`src/rtl/seg7_scan_display.sv`:
```
`default_nettype none
// ============================================================================
// Module   : seg7_scan_display
// Purpose  : Multiplexed seven-segment driver showing a value as hex, unsigned
//            or signed decimal, with leading-zero blanking and overflow dashes.
// Revision : 1.0 - initial release
// ============================================================================
module seg7_scan_display #(
    parameter int NUM_DIGITS     = 4,
    parameter int DATA_WIDTH     = 8,
    parameter int REFRESH_DIV    = 20000,
    parameter bit SEG_ACTIVE_LOW = 1'b1,
    parameter bit SEL_ACTIVE_LOW = 1'b1
) (
    input  logic                  clk,
    input  logic                  rst_n,
    input  logic [DATA_WIDTH-1:0] number,
    input  logic [1:0]            mode,
    input  logic                  blank_zeros,
    output logic [6:0]            seg7,
    output logic [NUM_DIGITS-1:0] select,
    output logic                  conv_done,
    output logic                  overflow
);

    localparam int c_BCD_DIGITS = (DATA_WIDTH * 302) / 1000 + 1;
    localparam int c_BCD_W      = 4 * c_BCD_DIGITS;
    localparam int c_BCD_PAD_W  = 4 * ((NUM_DIGITS > c_BCD_DIGITS) ? NUM_DIGITS : c_BCD_DIGITS);
    localparam int c_HEX_NIBS   = (DATA_WIDTH + 3) / 4;
    localparam int c_HEX_PAD_W  = 4 * ((NUM_DIGITS > c_HEX_NIBS) ? NUM_DIGITS : c_HEX_NIBS);
    localparam int c_BIT_W      = $clog2(DATA_WIDTH + 1);
    localparam int c_REF_W      = $clog2(REFRESH_DIV + 1);
    localparam int c_IDX_W      = $clog2(NUM_DIGITS);

    localparam logic [c_BIT_W-1:0]    c_BIT_LAST = c_BIT_W'(DATA_WIDTH - 1);
    localparam logic [c_REF_W-1:0]    c_REF_LAST = c_REF_W'(REFRESH_DIV - 1);
    localparam logic [c_IDX_W-1:0]    c_IDX_LAST = c_IDX_W'(NUM_DIGITS - 1);
    localparam logic [6:0]            c_SEG_DASH = 7'b1000000;
    localparam logic [6:0]            c_SEG_OFF  = SEG_ACTIVE_LOW ? 7'h7F : 7'h00;
    localparam logic [NUM_DIGITS-1:0] c_SEL_OFF  = SEL_ACTIVE_LOW ? {NUM_DIGITS{1'b1}} : {NUM_DIGITS{1'b0}};

    typedef enum logic [1:0] {
        S_IDLE   = 2'd0,
        S_CONV   = 2'd1,
        S_COMMIT = 2'd2
    } state_t;

    state_t                          r_state;
    state_t                          w_state_next;
    logic [DATA_WIDTH-1:0]           r_raw;
    logic [DATA_WIDTH-1:0]           r_shift;
    logic [1:0]                      r_mode;
    logic                            r_blank;
    logic                            r_neg;
    logic [c_BCD_W-1:0]              r_bcd;
    logic [c_BIT_W-1:0]              r_bit_cnt;
    logic [NUM_DIGITS-1:0][6:0]      r_disp;
    logic                            r_overflow;
    logic                            r_conv_done;
    logic [c_REF_W-1:0]              r_refresh;
    logic [c_IDX_W-1:0]              r_idx;
    logic [6:0]                      r_seg7;
    logic [NUM_DIGITS-1:0]           r_sel;

    logic                            w_neg;
    logic [DATA_WIDTH-1:0]           w_mag;
    logic [c_BCD_W-1:0]              w_bcd_adj;
    logic [c_BCD_PAD_W-1:0]          w_bcd_pad;
    logic [c_HEX_PAD_W-1:0]          w_hex_pad;
    logic [NUM_DIGITS-1:0][6:0]      w_disp_next;
    logic                            w_ovf;
    logic                            w_dec;
    logic                            w_seen;
    logic [3:0]                      w_nib;
    logic [NUM_DIGITS-1:0]           w_sel_onehot;

    function automatic logic [6:0] hex_to_seg(input logic [3:0] v);
        case (v)
            4'h0: hex_to_seg = 7'h3F;
            4'h1: hex_to_seg = 7'h06;
            4'h2: hex_to_seg = 7'h5B;
            4'h3: hex_to_seg = 7'h4F;
            4'h4: hex_to_seg = 7'h66;
            4'h5: hex_to_seg = 7'h6D;
            4'h6: hex_to_seg = 7'h7D;
            4'h7: hex_to_seg = 7'h07;
            4'h8: hex_to_seg = 7'h7F;
            4'h9: hex_to_seg = 7'h6F;
            4'hA: hex_to_seg = 7'h77;
            4'hB: hex_to_seg = 7'h7C;
            4'hC: hex_to_seg = 7'h39;
            4'hD: hex_to_seg = 7'h5E;
            4'hE: hex_to_seg = 7'h79;
            default: hex_to_seg = 7'h71;
        endcase
    endfunction

    // Signed mode converts the magnitude; -2^(W-1) negates to itself, which is
    // the correct magnitude when read as unsigned.
    always_comb begin
        w_neg = (mode == 2'b10) && number[DATA_WIDTH-1];
        w_mag = w_neg ? (~number + DATA_WIDTH'(1)) : number;
    end

    always_comb begin
        w_bcd_adj = r_bcd;
        for (int i = 0; i < c_BCD_DIGITS; i++) begin
            if (r_bcd[4*i +: 4] >= 4'd5) begin
                w_bcd_adj[4*i +: 4] = r_bcd[4*i +: 4] + 4'd3;
            end
        end
    end

    always_ff @(posedge clk) begin
        if (!rst_n) begin
            r_state <= S_IDLE;
        end else begin
            r_state <= w_state_next;
        end
    end

    always_comb begin
        w_state_next = r_state;
        case (r_state)
            S_IDLE:   w_state_next = S_CONV;
            S_CONV:   if (r_bit_cnt == c_BIT_LAST) w_state_next = S_COMMIT;
            S_COMMIT: w_state_next = S_IDLE;
            default:  w_state_next = S_IDLE;
        endcase
    end

    // Digit codes are built top-down so the blanking flag sees higher digits first.
    always_comb begin
        w_bcd_pad                = '0;
        w_bcd_pad[c_BCD_W-1:0]   = r_bcd;
        w_hex_pad                = '0;
        w_hex_pad[DATA_WIDTH-1:0] = r_raw;
        w_dec                    = (r_mode == 2'b01) || (r_mode == 2'b10);
        w_seen                   = 1'b0;
        w_nib                    = 4'd0;
        w_disp_next              = '0;
        case (r_mode)
            2'b01:   w_ovf = |(w_bcd_pad >> (4 * NUM_DIGITS));
            2'b10:   w_ovf = |(w_bcd_pad >> (4 * (NUM_DIGITS - 1)));
            default: w_ovf = |(w_hex_pad >> (4 * NUM_DIGITS));
        endcase
        for (int i = NUM_DIGITS - 1; i >= 0; i--) begin
            if (!w_dec) begin
                w_disp_next[i] = hex_to_seg(w_hex_pad[4*i +: 4]);
            end else if ((r_mode == 2'b10) && (i == NUM_DIGITS - 1)) begin
                w_disp_next[i] = r_neg ? c_SEG_DASH : 7'h00;
            end else begin
                w_nib = w_bcd_pad[4*i +: 4];
                if (w_nib != 4'd0) w_seen = 1'b1;
                if (r_blank && !w_seen && (i != 0)) begin
                    w_disp_next[i] = 7'h00;
                end else begin
                    w_disp_next[i] = hex_to_seg(w_nib);
                end
            end
        end
        if (w_ovf) begin
            for (int i = 0; i < NUM_DIGITS; i++) begin
                w_disp_next[i] = c_SEG_DASH;
            end
        end
    end

    always_ff @(posedge clk) begin
        if (!rst_n) begin
            r_raw       <= '0;
            r_shift     <= '0;
            r_mode      <= 2'b00;
            r_blank     <= 1'b0;
            r_neg       <= 1'b0;
            r_bcd       <= '0;
            r_bit_cnt   <= '0;
            r_disp      <= '0;
            r_overflow  <= 1'b0;
            r_conv_done <= 1'b0;
        end else begin
            r_conv_done <= 1'b0;
            case (r_state)
                S_IDLE: begin
                    r_raw     <= number;
                    r_shift   <= w_mag;
                    r_mode    <= mode;
                    r_blank   <= blank_zeros;
                    r_neg     <= w_neg;
                    r_bcd     <= '0;
                    r_bit_cnt <= '0;
                end
                S_CONV: begin
                    r_bcd     <= (w_bcd_adj << 1) | c_BCD_W'(r_shift[DATA_WIDTH-1]);
                    r_shift   <= r_shift << 1;
                    r_bit_cnt <= r_bit_cnt + c_BIT_W'(1);
                end
                S_COMMIT: begin
                    r_disp      <= w_disp_next;
                    r_overflow  <= w_ovf;
                    r_conv_done <= 1'b1;
                end
                default: ;
            endcase
        end
    end

    always_comb begin
        w_sel_onehot = {{(NUM_DIGITS-1){1'b0}}, 1'b1} << r_idx;
    end

    // seg7 and select come from the same registered index, so a commit can
    // never pair one digit's enable with another digit's pattern.
    always_ff @(posedge clk) begin
        if (!rst_n) begin
            r_refresh <= '0;
            r_idx     <= '0;
            r_seg7    <= c_SEG_OFF;
            r_sel     <= c_SEL_OFF;
        end else begin
            if (r_refresh == c_REF_LAST) begin
                r_refresh <= '0;
                r_idx     <= (r_idx == c_IDX_LAST) ? '0 : r_idx + c_IDX_W'(1);
            end else begin
                r_refresh <= r_refresh + c_REF_W'(1);
            end
            r_seg7 <= SEG_ACTIVE_LOW ? ~r_disp[r_idx] : r_disp[r_idx];
            r_sel  <= SEL_ACTIVE_LOW ? ~w_sel_onehot : w_sel_onehot;
        end
    end

    assign seg7      = r_seg7;
    assign select    = r_sel;
    assign conv_done = r_conv_done;
    assign overflow  = r_overflow;

endmodule
`default_nettype wire

```
`config.mk`:
```
export PLATFORM = sky130hd
export DESIGN_NAME = seg7_scan_display
export DESIGN_NICKNAME = d
export VERILOG_FILES = /design/src/rtl/seg7_scan_display.sv
export SDC_FILE = /design/constraint.sdc
export NUM_CORES = 1
export LEC_CHECK = 0
export CORE_ASPECT_RATIO = 1.75
export CORE_MARGIN = 4
export CORE_UTILIZATION = 30
export DETAILED_ROUTE_END_ITERATION = 7
export HOLD_SLACK_MARGIN = 0.03
export PLACE_DENSITY_LB_ADDON = 0.3
export SYNTH_ARGS = -nofsm -noshare
export SYNTH_HDL_FRONTEND = slang
export SYNTH_SLANG_ARGS = --single-unit
```
`constraint.sdc`:
```
create_clock -name clk -period 7.7 [get_ports clk]
set_input_delay 1.155 -clock clk [delete_from_list [all_inputs] [get_ports clk]]
set_output_delay 1.155 -clock clk [all_outputs]
set_load 0.01 [all_outputs]
```
* Word-level counts from Yosys, hierarchy flattened
Memory sizes are Yosys's and may differ from the RTL's. A register that Yosys moved wholly into a read port is not among the register bits.
Cells that the tools add are included.
** Storage, ports and cells
- Register bits after elaboration :: 95
- Bits in latches :: 0
- RAM bits :: 0
- ROM bits :: 560
- Output and inout bits :: 13
- Logic and storage cells :: 95
- Memories kept :: 5
** Cells by class
- Add/subtract/negate cells :: 7
- $mul :: 0
- Divide/modulo/power cells :: 0
- Magnitude comparators :: 4
- Eq/ne operators :: 9
- Shifts and indexed selects :: 1
- Mux-type cells :: 36
- Bitwise operators :: 5
- Reductions and logical operators :: 11
** Memories
- (no name shown) :: depth 16, bits a word 7, read ports 1, clocked after Yosys merged registers in 1, wr ports 0, RTL line 78 : case (v)
- (no name shown) :: depth 16, bits a word 7, read ports 1, clocked after Yosys merged registers in 1, wr ports 0, RTL line 78
- (no name shown) :: depth 16, bits a word 7, read ports 1, clocked after Yosys merged registers in 1, wr ports 0, RTL line 78
- (no name shown) :: depth 16, bits a word 7, read ports 1, clocked after Yosys merged registers in 1, wr ports 0, RTL line 78
- (no name shown) :: depth 16, bits a word 7, read ports 1, clocked after Yosys merged registers in 1, wr ports 0, RTL line 78
** Operator list (number)
- $mux W7 :: 9
- $mux W4 :: 12
- $pmux W12 S2 :: 1
- $pmux W8 S2 :: 1
- $add A15 B1 Y15 const B :: 1
- $eq A15 B15 Y1 const B :: 1
- $bmux W7 S2 :: 1
- $ge A4 B3 Y1 const B :: 3
- $or A12 B1 Y12 :: 1
- $add A4 B2 Y4 const B :: 2
- $add A8 B1 Y8 const B :: 1
- $eq A2 B2 Y1 const B :: 4
- $mux W8 :: 1
- $not A8 Y8 :: 1
- $pmux W4 S2 :: 1
- $reduce_bool A4 Y1 :: 2
- $not A7 Y7 :: 1
- $mux W6 :: 1
- $mux W1 :: 5
- $add A4 B1 Y4 const B :: 1
- $eq A2 B1 Y1 const B :: 2
- $eq A4 B3 Y1 const B :: 1
- $mux W2 :: 2
- $not A4 Y4 :: 1
- 14 further kinds :: 17

* Logic depth before layout (Yosys ltp)
- Word-level depth :: 9
- Gate-level depth with buffers :: 12

* Worst setup path after synthesis
Ideal clock, no wire load.
- Kind :: input to register
- Start point :: input rst_n
- End point :: register (tool-made name)
- Setup time :: 129 ps
- Arrival :: 3011 ps
- Data required time :: 7571 ps
- Setup slack :: 4559 ps
- Cell stages on the path :: 9
- Buffers on the path :: 4
- Cell sequence :: buf_2 buf_1 clkbuf_1 clkbuf_1 nand2_1 ha_1 mux2_2 mux2i_1 nand2_1
** RTL lines
- from (decl) :: RTL line 16 : input logic rst_n,

==> summary.txt <==
Outcome
  – Status: finished clean

Run
  – MaxCap Viol Count: 0

Route
  – Initial DRC Count: ~240
  – Via count: 5038
  – Final ANT Viol Nets: 0
  – DR WL/cell: between 15 and 20 um
  – Post-detailed-routing wire length: roughly 16000 um
  – Met2 WL: 9220 um
  – Vias per cell: between 4 and 5
  – Pre-antenna DRT Iters: 5
  – Met3 WL: roughly 370 um
  – Number of remaining DRC errors: 0
  – Top sig layer: met4
  – DRT met1 WL: approximately 6000 um

Power
  – Overall power: between 0.0015 and 0.002 W
  – Reg power frac: 0.409
  – Power density over cell area: ~220 mW/mm2
  – Peak VDD IR: between 0.0001 and 0.00015 V
  – Clock group share of total power: 0.533
  – Leak: around 3.0 nW
  – Sw Pwr: approximately 0.00037 W
  – Comb power frac: 0.058
  – Net Sw Frac: 0.226
  – Internal power: around 0.0013 W

Synthesis
  – Sequential element share of the synthesized area: 0.387
  – Largest area contributor in the netlist: dfxtp_1
  – Synthesized flop and latch total: ~130
  – Post-synth ARST share: 0
  – Syn Inst Count: approximately 720
  – Mapped Area: 0.00647 mm2
  – Syn avg cell area: roughly 9 um2
  – Syn nets: between 700 and 800
  – YS warnings: 0
  – Post-synth top area share: 0.387
  – Synth Flop Type: dfxtp_1
  – Synth top area cells: dfxtp_1 39%, ha_1 9.9%, nand2_1 4.6%
  – Number of enable flip-flop cells after synthesis: 0
  – Synth cell types: 65

Finish
  – Commonest cells after routing, fill and taps aside: 125 x dfxtp_1, 79 x nand2_1, 67 x nor2_1, 51 x ha_1, 46 x a21oi_1
  – Number of diodes: 0
  – Layout area overhead: 17.1%
  – Share of cells above drive strength 1: 0.0965
  – Most common cell after layout, fill and taps aside: dfxtp_1
  – Nets@finish: 797

Placed design
  – Pre-CTS setup slack: 3.57 ns
  – PortBufs: 24
  – DP HPWL: ~12000 um
  – Gpl congestion: 0.803

Timing
  – WHS: ~0.45 ns
  – Clock skew: approximately 0.010 ns
  – Final min period: between 3 and 4 ns
  – RSZ-0062 raised after global routing: no
  – Final setup vio count: 0
  – Max Fclk: between 0.2 and 0.3 GHz
  – Worst setup margin: ~4.0 ns
  – Worst slew pin tran: ~1.1 ns
  – Final hold vios: 0
  – Sum Neg Setup Slack: 0 ns
  – Slew Limit Fails: 0
  – Relative slew slack: 0.231
  – Final period utilization: 0.483

Die
  – Starting Density: 0.307
  – FP Rows: 70
  – Die area: around 0.024 mm2
  – Core area: 0.0211 mm2
  – Die height: 202 um
  – DIE WIDTH: between 100 and 150 um
  – IO Pins: 26

Clock tree
  – Setup repair bufs after CTS: 0
  – Worst-path clk slew: roughly 0.060 ns
  – Post_cts resized: 0
  – Hold buffer count at CTS: 0
  – Buffer levels on the longest clock path: 2
  – H-tree depth: 4
  – CTS root buf: clkbuf_16
  – CTS tree: yes
  – Clock latency at the later pin of the worst-skew pair: 0.42 ns
  – CTS sink cnt: 125
  – Num CTS Buffers: 17

Worst setup path
  – Reg2reg setup slack: 4.38 ns
  – R2R depth: 9
  – Critical-path maximum fanout: 63
  – CP cell instances: buf_2 -> buf_4 -> inv_2 -> buf_4 -> a21oi_1 -> inv_1 -> ha_1 -> inv_1 -> mux4_2 -> inv_1
  – Crit-path slowest cell: buf_4
  – Crit-path most repeated cell: inv_1
  – CP delay by family, top: buffers and inverters
  – Startpoint Class: primary input
  – CP bufs+invs: 7
  – CP max stage delay: about 0.52 ns
  – Worst EP arrival: slightly above 4 ns
  – Required time worst endpoint: a little over 8 ns
  – CP Capture Type: flop
  – WS Path Type: in -> reg
  – Reg-to-Reg Start: r_state[1]$_SDFFE_PN0P_

GRT
  – GRT Residual Overflow: 0
  – Tot GR Track Use: 0.138
  – First-pass GRT wire length: 26200 um
  – Largest net degree at the start of global routing: 64
  – Initial antenna violation count: 0
  – Vias in the first global route: 5089

Hold path
  – Worst Hold Depth: 1
  – Min-delay worst type: reg -> reg
  – Hold endpoint: r_refresh[0]$_SDFF_PP0_
  – Worst hold path startpoint: r_refresh[0]$_SDFF_PP0_
## how the worst max path moves through the flow
stage,endpoint,slack (ns),depth (start not counted),start
2_1_floorplan,flop,4.56,9,rst_n
3_3_place_gp,flop,3.64,10,rst_n
3_5_place_dp,flop,3.57,10,rst_n
4_1_cts,flop,4.01,10,rst_n
5_1_grt,flop,3.76,10,rst_n
6_report,flop,3.98,10,rst_n
## cell usage after synthesis, drive strengths merged (4+ instances only)
library cell / n
buf: 17
nand3: 19
clkbuf: 23
nand4bb: 4
nand2b: 13
and2: 6
o21ai: 28
a31oi: 7
xnor2: 10
mux2: 6
nand3b: 4
o211ai: 5
nor3: 22
dfxtp: 125
and3: 11
xor2: 12
nand4b: 6
mux4: 9
o21a: 6
mux2i: 24
ha: 51
a211oi: 10
nor2: 67
inv: 43
a21oi: 47
o22a: 5
a221oi: 11
nand4: 5
nand2: 79
a22oi: 6
## worst register-to-register path, cell delays in order, from the launching register on
cell     delay, ns
dfxtp_1       1.01
buf_4         0.38
or2_2         0.33
nand2_1       0.11
a21oi_1       0.37
inv_1         0.17
ha_1          0.34
inv_1         0.04
mux4_2        0.44
inv_1         0.07
## power by group through the flow
stage / sequential, W / combinational (W) / clock, W
global placement: 0.000684 / 0.0000961 / 0
global route: 0.000671 / 0.000107 / 0.000925
detailed placement: 0.000684 / 0.0000967 / 0
floorplan: 0.000682 / 0.0000687 / 0
finish: 0.000670 / 0.0000959 / 0.000873
CTS: 0.000670 / 0.0000971 / 0.000892
## layout make-up
type	count	area [um2]
clock buffers	20	467
clock inverters	12	181
fillers	2131	13500
inverters	44	165
multi-input cells	515	3620
flip-flops and latches	125	2500
well taps	288	360
repair buffers	30	280
## per-layer routing
layer / up-vias / global-route usage
li1: 2566 / -
met1: 2374 / 0.135
met2: 79 / 0.271
met3: 19 / 0.0311
met4: 0 / 0.0559
met5: - / 0
## cells by family after synthesis
group / count (synthesis) / synth area share
AO/OA/AOI/OAI: 150 / 0.160
XOR/XNOR: 22 / 0.0298
multiplexers: 39 / 0.0808
adder cells (fa/ha/maj): 51 / 0.0986
buffers and inverters: 84 / 0.0545
AND/OR/NAND/NOR: 252 / 0.189
other: 1 / 0.000579
flip-flops: 125 / 0.387
## stage by stage
step | cell area, um2 | util | std cells
2_1_floorplan | 6470 | - | 724
3_3_place_gp | 6930 | 0.328 | 1002
3_5_place_dp | 6930 | 0.328 | 1002
4_1_cts | 7570 | 0.359 | 1034
5_1_grt | 7570 | 0.359 | 1034
6_report | 7570 | 0.359 | 1034
Note: power is estimated with default switching activity, not from simulation.
